**src/rtl/mem_access_pkg.sv**
```systemverilog
// Shared core types used by the memory-access stage: the executed instruction
// record, the stage's state encoding and its default watchdog limit.
package mem_access_pkg;

  typedef struct packed {
    logic [7:0] opcode;
    logic [5:0] rd;
    logic       regwrite;
    logic       memread;
    logic       memwrite;
  } Inst;

  typedef enum logic [1:0] {IDLE, REQ, WAIT, DONE} MemState;

  localparam int MEM_TIMEOUT_DEFAULT = 1024;
  localparam int MEM_CNT_W_DEFAULT   = 10;

  function automatic logic is_misaligned(input logic [31:0] addr);
    return addr[1:0] != 2'b00;
  endfunction

endpackage

```
**src/rtl/mem_access.sv**
```systemverilog
// Memory-access stage: one aligned 32-bit load or store per enable over a
// ready/valid port, watchdog-guarded, with a one-cycle fin pulse on completion.
module mem_access
  import mem_access_pkg::*;
#(
  parameter int TIMEOUT = MEM_TIMEOUT_DEFAULT,
  parameter int CNT_W   = MEM_CNT_W_DEFAULT
) (
  input  logic        clk,
  input  logic        rst,
  input  logic        enable,
  output logic        fin,
  input  Inst         inst,
  input  logic [31:0] aluresult,
  input  logic [31:0] result,
  input  logic [31:0] rdata1,
  output logic        mem_req,
  output logic        mem_we,
  output logic [31:0] mem_addr,
  output logic [31:0] mem_wdata,
  input  logic        mem_ready,
  input  logic        mem_rvalid,
  input  logic [31:0] mem_rdata,
  output Inst         inst_out,
  output logic [5:0]  rd,
  output logic        regwrite,
  output logic [31:0] wbdata,
  output logic        fault
);

  localparam logic [CNT_W-1:0] CNT_LAST = CNT_W'(TIMEOUT - 1);

  MemState           state_reg, state_next;
  logic [CNT_W-1:0]  cnt_reg, cnt_next;
  logic              fin_reg, fin_next;
  logic              mem_req_reg, mem_req_next;
  logic              mem_we_reg, mem_we_next;
  logic [31:0]       mem_addr_reg, mem_addr_next;
  logic [31:0]       mem_wdata_reg, mem_wdata_next;
  Inst               inst_reg, inst_next;
  logic              regwrite_reg, regwrite_next;
  logic [31:0]       wbdata_reg, wbdata_next;
  logic              fault_reg, fault_next;
  logic              timed_out;

  assign timed_out = (cnt_reg == CNT_LAST);

  always_comb begin
    state_next     = state_reg;
    cnt_next       = cnt_reg;
    fin_next       = 1'b0;
    mem_req_next   = mem_req_reg;
    mem_we_next    = mem_we_reg;
    mem_addr_next  = mem_addr_reg;
    mem_wdata_next = mem_wdata_reg;
    inst_next      = inst_reg;
    regwrite_next  = regwrite_reg;
    wbdata_next    = wbdata_reg;
    fault_next     = fault_reg;

    case (state_reg)
      IDLE: begin
        if (enable) begin
          inst_next     = inst;
          wbdata_next   = result;
          fault_next    = 1'b0;
          regwrite_next = inst.regwrite;
          if (!(inst.memread || inst.memwrite)) begin
            state_next = DONE;
            fin_next   = 1'b1;
          end else if (is_misaligned(aluresult)) begin
            fault_next    = 1'b1;
            regwrite_next = 1'b0;
            state_next    = DONE;
            fin_next      = 1'b1;
          end else begin
            // memwrite takes precedence when both access flags are set
            state_next     = REQ;
            mem_req_next   = 1'b1;
            mem_we_next    = inst.memwrite;
            mem_addr_next  = aluresult;
            mem_wdata_next = rdata1;
            cnt_next       = '0;
          end
        end
      end

      REQ: begin
        cnt_next = cnt_reg + 1'b1;
        if (mem_ready && mem_we_reg) begin
          mem_req_next = 1'b0;
          state_next   = DONE;
          fin_next     = 1'b1;
        end else if (timed_out) begin
          mem_req_next  = 1'b0;
          fault_next    = 1'b1;
          regwrite_next = 1'b0;
          state_next    = DONE;
          fin_next      = 1'b1;
        end else if (mem_ready) begin
          mem_req_next = 1'b0;
          state_next   = WAIT;
        end
      end

      WAIT: begin
        cnt_next = cnt_reg + 1'b1;
        if (mem_rvalid) begin
          wbdata_next = mem_rdata;
          state_next  = DONE;
          fin_next    = 1'b1;
        end else if (timed_out) begin
          fault_next    = 1'b1;
          regwrite_next = 1'b0;
          state_next    = DONE;
          fin_next      = 1'b1;
        end
      end

      DONE: begin
        state_next = IDLE;
      end

      default: begin
        state_next = IDLE;
      end
    endcase
  end

  always_ff @(posedge clk) begin
    if (rst) begin
      state_reg     <= IDLE;
      cnt_reg       <= '0;
      fin_reg       <= 1'b0;
      mem_req_reg   <= 1'b0;
      mem_we_reg    <= 1'b0;
      mem_addr_reg  <= '0;
      mem_wdata_reg <= '0;
      inst_reg      <= '0;
      regwrite_reg  <= 1'b0;
      wbdata_reg    <= '0;
      fault_reg     <= 1'b0;
    end else begin
      state_reg     <= state_next;
      cnt_reg       <= cnt_next;
      fin_reg       <= fin_next;
      mem_req_reg   <= mem_req_next;
      mem_we_reg    <= mem_we_next;
      mem_addr_reg  <= mem_addr_next;
      mem_wdata_reg <= mem_wdata_next;
      inst_reg      <= inst_next;
      regwrite_reg  <= regwrite_next;
      wbdata_reg    <= wbdata_next;
      fault_reg     <= fault_next;
    end
  end

  assign fin       = fin_reg;
  assign mem_req   = mem_req_reg;
  assign mem_we    = mem_we_reg;
  assign mem_addr  = mem_addr_reg;
  assign mem_wdata = mem_wdata_reg;
  assign inst_out  = inst_reg;
  assign rd        = inst_reg.rd;
  assign regwrite  = regwrite_reg;
  assign wbdata    = wbdata_reg;
  assign fault     = fault_reg;

endmodule

```
**config.mk**
```make
export PLATFORM = sky130hd
export DESIGN_NAME = mem_access
export DESIGN_NICKNAME = d
export VERILOG_FILES = /design/src/rtl/mem_access_pkg.sv /design/src/rtl/mem_access.sv
export SDC_FILE = /design/constraint.sdc
export NUM_CORES = 1
export LEC_CHECK = 0
export ABC_CLOCK_PERIOD_IN_PS = 4000
export BUFFER_PORTS_ARGS = -buffer_cell sky130_fd_sc_hd__buf_2
export CAP_MARGIN = 10
export CORE_UTILIZATION = 45
export CTS_CLUSTER_DIAMETER = 30
export DETAILED_ROUTE_END_ITERATION = 8
export PLACE_DENSITY = 0.79
export SYNTH_ARGS = -nofsm -noshare
export SYNTH_HDL_FRONTEND = slang
export SYNTH_SLANG_ARGS = --single-unit
export TNS_END_PERCENT = 10
```
**constraint.sdc**
```tcl
create_clock -name clk -period 4 [get_ports clk]
set_clock_uncertainty 0.1 [all_clocks]
set_input_delay 0.4 -clock clk [delete_from_list [all_inputs] [get_ports clk]]
set_output_delay 0.4 -clock clk [all_outputs]
set_load 0.05 [all_outputs]
```
Word-level counts from Yosys, hierarchy flattened
Cells that the tools add are included.

$add $sub $neg: 1. Equality and inequality tests: 12. Multiplexer cells: 43. Bitwise gates (word level): 1. Reductions and logical operators: 16.

Operator list (number): 32-bit 2-to-1 mux (2); 32-bit case mux with 2 select lines (1); 10-bit 2-to-1 mux (3); 1-bit 2-to-1 mux (23); 10-bit case mux with 2 select lines (1); 2-bit 2-to-1 mux (8); 2-bit inequality test (second input constant) (6); 4-bit AND reduction (3); 10-bit by 1-bit adder with 10-bit output (second input constant) (1); 10-bit == test (second input constant) (1); 1-bit case mux with 3 select lines (3); 2-bit case mux with 4 select lines (1); 2-bit nonzero test (4); 3-bit AND reduction (2); 5-bit AND reduction (1); 2-bit == test (second input constant) (2); 4-bit inequality test (second input constant) (1); 3-bit inequality test (second input constant) (1); 3-bit nonzero test (1); 2-bit by 1-bit == test with 1-bit output (second input constant) (1); 2-bit zero test (1); 1-bit case mux with 2 select lines (1); 2-bit AND reduction (1); 2-bit OR reduction (1); other kinds (3) (3).

Flip-flop bits (word level): 130. Input port bits: 150. Output and inout port bits: 124. Word-level logic and storage cells: 88.

Depth between registers and ports, before layout
Gate-level depths: netlist of run 1.

Depth in word-level cells: 5. Depth in mapped cells: 10. Depth with buffers taken out: 6.

Worst setup path after synthesis of run 1
No wires, ideal clock.

Kind: register to register. From: register state_reg[0]. To: register wbdata_reg[11], in the netlist wbdata[11]. Setup time: 0.081 ns. Arrival time: 1.716 ns. Data required time: 3.819 ns. Slack: 2.103 ns. Stages on the path, launching flop included: 9. Path buffers: 2. Clock period less this slack: 1.897 ns. Cells stage by stage: dfxtp_1 -> inv_1 -> ha_1 -> buf_2 -> nor2b_1 -> nor3_4 -> buf_6 -> nor2_1 -> a211oi_2.

Cells in the longest elaborated chain, start to end: 3. Elaborated cells between the ends (all ways): 7. Classes of those cells: eq/ne: 3; mux: 1; reduce/logical: 3.

RTL lines: from (decl) (RTL line mem_access.sv:33) `MemState state_reg, state_next;`; from (signal assigned) (RTL line mem_access.sv:144) `state_reg <= state_next;`; 2-bit == test or 2-bit zero test (tied branches) (RTL line mem_access.sv:61) `case (state_reg)`; 2-bit inequality test (no line) or 2-bit nonzero test (tied branches); 3-bit AND reduction (no line); to (signal assigned) (RTL line mem_access.sv:153) `wbdata_reg <= wbdata_next;`; to (decl) (RTL line mem_access.sv:42) `logic [31:0] wbdata_reg, wbdata_next;`.

Parallel ways exist; a longest one is shown, timed or not. A chain may end at the register's enable or synchronous reset.

Worst setup path after layout of run 1
From: register state_reg[0]. To: register mem_wdata_reg[2], in the netlist mem_wdata[2].

Cells in the longest elaborated chain, start to end: 2.

RTL lines: 2-bit zero test (RTL line mem_access.sv:61); 4-bit AND reduction (no line); to (signal assigned) (RTL line mem_access.sv:150) `mem_wdata_reg <= mem_wdata_next;`; to (decl) (RTL line mem_access.sv:39) `logic [31:0] mem_wdata_reg, mem_wdata_next;`.

Every way passes these cells.

==> results of run 1 <==
[worst paths after layout]
check | startpoint | slack [ns] | endpoint | cells past startpoint
min reg2reg | mem_addr[30] | 0.35 | mem_addr[30] | 2
min | aluresult[10] | 0.12 | mem_addr[10] | 3
max reg2reg | state_reg[0] | 1.61 | mem_wdata[2] | 7
max | state_reg[0] | 1.61 | mem_wdata[2] | 7
[layer usage]
layer | vias up | track usage, % | part of all wire, %
met5 | - | 0 | 0
met4 | 0 | 10.72 | 2.0
met3 | 28 | 8.584 | 9.2
met2 | 219 | 40.33 | 49
met1 | 2337 | 24.61 | 40
li1 | 2597 | - | -
[stage by stage]
step	cell area [um^2]	util (%)
3_5_place_dp	6711	58.28
3_3_place_gp	6711	58.28
4_1_cts	7360	63.91
2_1_floorplan	5378	-
5_1_grt	7360	63.91
6_report	7360	63.91
[power by group]
group / internal (mW) / total (mW) / switching (mW)
logic: 0.581 / 2.04 / 1.46
registers: 1.50 / 1.61 / 0.102
clock network: 1.12 / 1.69 / 0.568
[cells in the final DEF (no fill, tap or decap), types with 2 or more instances in the layout]
cell	netlist	final
buf_2	15	272
nand2_1	166	166
dfxtp_1	130	130
a21oi_1	91	91
nor2_1	40	40
mux2i_1	33	33
a211oi_2	28	28
clkbuf_16	0	17
inv_1	8	8
buf_4	13	8
a211oi_1	7	7
o21ai_0	7	7
or3_1	6	6
and3_1	6	5
ha_1	6	5
bufinv_16	0	5
nor2b_1	3	3
nand4_1	3	3
or2_2	3	3
o31ai_1	3	3
clkinvlp_4	0	3
nor3_1	2	2
nor4_1	2	2
nand2b_1	2	2
a31oi_1	2	2
nand3_1	3	2
or4_1	2	2
clkinv_2	0	2
clkinv_4	0	2
[worst register-to-register path, cell delays in order, from the launching register on]
cell and delay [ns]:
dfxtp_1 0.34, inv_1 0.14, ha_1 0.32, and2_1 0.23, and3_2 0.62, buf_4 0.34
nand2_1 0.08, a21oi_1 0.14
[layout make-up]
type                       instances  area share (%)
sequential                       130           35.36
multi-input combinational        432           33.68
timing repair buffer             280           19.31
clock buffer                      18           5.967
clock inverter                    13           2.839
tap                              143           2.431
inverter                           8          0.4080
[cells by family (layout without fill, tap and decap cells)]
family | count (synthesis) | after routing
AO/OA/AOI/OAI | 147 | 147
multiplexers | 34 | 34
XOR/XNOR | 1 | 1
buffers and inverters | 57 | 319
flip-flops | 130 | 130
adder cells (fa/ha/maj) | 6 | 6
AND/OR/NAND/NOR | 244 | 244
==> impl_metrics.json, run 1 <==
{
  "outcome": "finished, violations left",
  "violations": "DRC",
  "core.rowCount": 39,
  "die_width_um": 111.3,
  "synth_edf_count": 0,
  "cp_slowest_stage_delay_ns": 0.62,
  "routabilityCongestion": 0.8416,
  "avgSynthCellArea_um2": 8.688,
  "synthSimpleGateAreaFrac_pct": 19.01,
  "peakVddDrop_mv": 0.4043,
  "cp_cell_sequence": "inv_1, ha_1, and2_1, and3_2, buf_4, nand2_1, a21oi_1",
  "stdcell_count": 1024,
  "critPathBufInv": 2,
  "crit_required_ns": 4.24,
  "cts_buffer_depth": 2,
  "nNetsFinal": 1025,
  "synth_warnings": 0,
  "syn_area_um2": 5378,
  "drv_cap": 0,
  "synthTopCellsByArea": "dfxtp_1 48%, nand2_1 12%, a21oi_1 8.5%, a211oi_2 6.5%, mux2i_1 6.1%",
  "synth_seq_cells": 130,
  "post_cts_buffers": 0,
  "antennaDiodeCount": 0,
  "die_y_um": 111.3,
  "die_area_um2": 12390,
  "synth_commonest_cells": "166 x nand2_1, 130 x dfxtp_1, 91 x a21oi_1, 40 x nor2_1, 33 x mux2i_1",
  "yosysUniqueCellTypes": 45,
  "synth-main-ff-cell": "dfxtp_1",
  "slew_viol_final": 0,
  "synthXorXnorAreaFrac_pct": 0.1629,
  "core_um2": 11520,
  "criticalPathCategory": "reg2reg",
  "syn-num-nets": 775,
  "wirelength_mm": 14.33,
  "crit_family": "simple AND/OR/NAND/NOR gates",
  "setup_viol": 0,
  "grt_overflow": 0,
  "grt_max_degree": 70,
  "place_ws_ns": 1.662,
  "clk_pin_slew_ns": 0.06,
  "worstSetupStartpointType": "register",
  "worstMarginPinSlew_ns": 0.8103,
  "synthAdderAreaFrac_pct": 1.396,
  "syn_to_final_growth_pct": 36.85,
  "setup_tns_ns": 0,
  "synth.mux.area_fraction_pct": 6.352,
  "routedWlPerCell_um": 13.99,
  "synth_top_family_by_area": "simple AND/OR/NAND/NOR gates",
  "p_total_mw": 5.337,
  "cts_resized": 0,
  "vias": 5181,
  "final_hold_viol_count": 0,
  "cts_tree": "yes",
  "fin_crit_sh_pct": 59.82,
  "setup_ws_ns": 1.607,
  "cts_root_buf": "clkbuf_16",
  "grt_pass1_wl_mm": 22.67,
  "start_util_pct": 46.70,
  "power_leakage_nw": 3.314,
  "antenna_found_initial": 0,
  "pin_count": 274,
  "ys_seq_area_share_pct": 48.39,
  "drt-vias-per-instance": 5.060,
  "synth_top_area_share_pct": 48.39,
  "final_antenna_net_count": 0,
  "port-buffer-count": 273,
  "period_minus_slack_ns": 2.393,
  "grt_pass1_vias": 4833,
  "synth_compound_area_share_pct": 19.01,
  "cp-end-kind": "register",
  "first_iter_violations": 326,
  "yosysMostFrequentCell": "nand2_1",
  "final-seq-area_um2": 2603,
  "crit_fanout": 32,
  "cts.sinks": 130,
  "drive_gt1_share_pct": 39.61,
  "placed_cells": 993,
  "synth_area_leader_cell": "dfxtp_1",
  "htree_num_levels": 4,
  "dp.final_hpwl_mm": 10.16,
  "syn_inst": 619,
  "rsz0062_at_grt": "no",
  "async_reset_ff_share_pct": 0,
  "timing.fmax_ghz": 0.4179,
  "grt_usage_pct": 23.05,
  "clk-insertion-delay-late_ns": 0.41,
  "crit_path_top_delay_cell": "and3_2",
  "drc": 40,
  "hp-class": "in2reg",
  "drt_first_pass_iters": 6,
  "worstPathArrival_ns": 2.63,
  "slew_headroom_pct": 45.85,
  "cts_buffers": 17,
  "hold_buffers": 0,
  "timing.hold.ws_ns": 0.1179,
  "p_per_area_nw_per_um2": 725.2,
  "multi_input_area_um2": 2479,
  "nFillCells": 1047
}
No activity file was read; power rests on OpenSTA's default activity.
==> inputs of run 2 (changes only) <==
Settings changed: ABC_AREA set to 1, ABC_CLOCK_PERIOD_IN_PS 4000 to 2500, PLACE_DENSITY 0.79 to 0.8.
Clock period 4 ns to 2.5 ns, I/O delays scaled along.
==> run 2 against run 1 <==
The flow now finishes without violations. Highest routed layer unchanged. Count of clock-buffer cells in the layout up 1. Non-clock buffer count up 123. Core utilization up 10 points. Final area up 15%. Via count up 20%. Sequential share of layout area down 4.7 points. Area after synthesis down 2.3%.
==> impl_metrics.json, run 2 <==
{
  "die_y_um": 110.1,
  "htree_num_levels": 4,
  "crit_fanout": 64,
  "final_hold_viol_count": 0,
  "syn_to_final_growth_pct": 61.37,
  "synth_edf_count": 0,
  "wirelength_mm": 18.69,
  "criticalPathCategory": "reg2reg",
  "die_area_um2": 12120,
  "cts_root_buf": "clkbuf_16",
  "drt_first_pass_iters": 7,
  "cpMostUsedCell": "inv_6",
  "grt_pass1_wl_mm": 27.97,
  "crit_path_top_delay_cell": "dfxtp_1",
  "p_per_area_nw_per_um2": 1064,
  "nNetsFinal": 1216,
  "synth_commonest_cells": "223 x nand2_1, 130 x dfxtp_1, 78 x a21oi_1, 49 x nor2_1, 33 x a31oi_1",
  "first_iter_violations": 593,
  "power_leakage_nw": 3.943,
  "ys_seq_area_share_pct": 49.51,
  "power_switching_mw": 3.826,
  "peakVddDrop_mv": 0.7900,
  "hp-class": "in2reg",
  "core_um2": 11420,
  "rr_startpoint": "state_reg[0]",
  "p_int_mw": 5.203,
  "synthTopCellsByArea": "dfxtp_1 50%, nand2_1 16%, a21oi_1 7.4%, a31oi_1 3.9%, nor2_1 3.5%",
  "syn_area_um2": 5256,
  "grt_usage_pct": 30.44,
  "start_util_pct": 46.03,
  "worstSetupStartpointType": "register",
  "cts.sinks": 130,
  "p_clk_share_pct": 30.2,
  "clk-insertion-delay-late_ns": 0.41,
  "cp-end-kind": "register",
  "yosysMostFrequentCell": "nand2_1",
  "place_ws_ns": 0.3380,
  "cts_buffers": 17,
  "grt_pass1_vias": 5835,
  "crit_start": "state_reg[0]",
  "power_frac_comb_pct": 40.5,
  "dp.final_hpwl_mm": 9.637,
  "synth_top_area_share_pct": 49.51,
  "drt-vias-per-instance": 5.112,
  "slew_viol_final": 0,
  "crit_family": "buffers and inverters",
  "final_cell_mix": "273 x buf_2, 223 x nand2_1, 130 x dfxtp_1, 123 x dlygate4sd3_1, 78 x a21oi_1",
  "drv_cap": 0,
  "drive_gt1_share_pct": 32.43,
  "syn-num-nets": 843,
  "die_width_um": 110.1,
  "placed_cells": 1061,
  "port-buffer-count": 273,
  "power.share.sequential_pct": 29.4,
  "fin_crit_sh_pct": 87.58,
  "multi_input_area_um2": 2245,
  "setup_tns_ns": 0,
  "synth-main-ff-cell": "dfxtp_1",
  "rsz0062_at_grt": "no",
  "antenna_found_initial": 0,
  "swShare_pct": 42.37,
  "timing.fmax_ghz": 0.4567,
  "synth_warnings": 0,
  "crit_required_ns": 2.71,
  "grt_max_degree": 69,
  "p_total_mw": 9.028,
  "layout_commonest_cell": "buf_2",
  "period_minus_slack_ns": 2.190,
  "yosysUniqueCellTypes": 31,
  "worstPathArrival_ns": 2.40,
  "drc": 0,
  "nFillCells": 783,
  "setup_viol": 0,
  "async_reset_ff_share_pct": 0,
  "routabilityCongestion": 0.8344,
  "avgSynthCellArea_um2": 7.651,
  "cp_cell_sequence": "inv_1, ha_1, inv_6, nor2_2, a21oi_2, nand2_2, inv_6, o21ai_2, a31oi_1",
  "critPathBufInv": 3,
  "clk_pin_slew_ns": 0.06,
  "core.rowCount": 39,
  "outcome": "finished clean",
  "pin_count": 274,
  "min_from": "inst[4]",
  "worstMarginPinSlew_ns": 0.7124,
  "final_antenna_net_count": 0,
  "vias": 6216,
  "stdcell_count": 1216,
  "synth_area_leader_cell": "dfxtp_1",
  "syn_inst": 687,
  "slew_headroom_pct": 52.50,
  "routedWlPerCell_um": 15.37,
  "cts_buffer_depth": 2,
  "cts_tree": "yes",
  "grt_overflow": 0,
  "final-seq-area_um2": 2603,
  "synth_seq_cells": 130,
  "setup_ws_ns": 0.3104,
  "post_cts_buffers": 0,
  "antennaDiodeCount": 0,
  "cp_slowest_stage_delay_ns": 0.39
}
-- run 2: area by class of cell --
type                            instances  share of cell area, %
Inverter                               28                  1.372
Clock buffer                           19                  5.222
Timing Repair Buffer                  403                  31.69
Clock inverter                         13                  2.463
Tap cell                              143                  2.109
Multi-Input combinational cell        480                  26.46
Sequential cell                       130                  30.68
-- run 2: tightest hold or removal path, cell delays in order --
cell     delay (ns)
buf_2          0.07
o21ai_0        0.07
nor2_1         0.10
-- run 2: kinds of logic after synthesis --
kind of cell	Yosys count	share of synthesized area, %
adders and majority gates	6	1.428
AOI/OAI and AO/OA	171	18.14
buffers and inverters	77	7.784
xor gates and xnor gates	1	0.1667
DFF	130	49.51
and+or+nand+nor	302	22.97
-- run 2: final timing paths --
kind              cells past startpoint           to  slack, ns
setup / recovery                      9   wbdata[11]       0.31
hold / removal                        3        rd[1]       0.03
setup reg to reg                      9   wbdata[11]       0.31
hold reg to reg                       2  mem_addr[1]       0.35
-- run 2: routing by layer --
| layer | wire length (um) | part of all wire [%] | GRT usage (%) |
|---|---|---|---|
| met1 | 7055 | 38 | 33.36 |
| met3 | 1525 | 8.2 | 10.23 |
| met2 | 9367 | 50 | 51.25 |
| met4 | 746 | 4.0 | 17.71 |
| met5 | 0 | 0 | 0 |
-- run 2: timing repair --
| item | in CTS | in global routing |
|---|---|---|
| hold endpoints to repair | 100 | 0 |
| gates resized for setup | 0 | 0 |
| hold buffers | 123 | 0 |
-- run 2: stage by stage --
stage,area [um^2],hold slack (ns),utilization [%]
after floorplan,5256,0.2776,-
after global placement,6599,0.3428,57.79
after detailed placement,6599,0.3462,57.79
after CTS,8482,0.0002212,74.28
after global routing,8482,0.01659,74.28
final,8482,0.02588,74.28
-- run 2: power by group through the flow --
stage / logic, mW / registers, mW / clock network, mW
3_5_place_dp: 3.41 / 2.67 / 0
6_report: 3.65 / 2.65 / 2.72
5_1_grt: 3.91 / 2.69 / 2.86
2_1_floorplan: 1.67 / 3.81 / 0
3_3_place_gp: 3.35 / 2.67 / 0
4_1_cts: 3.57 / 2.64 / 2.76
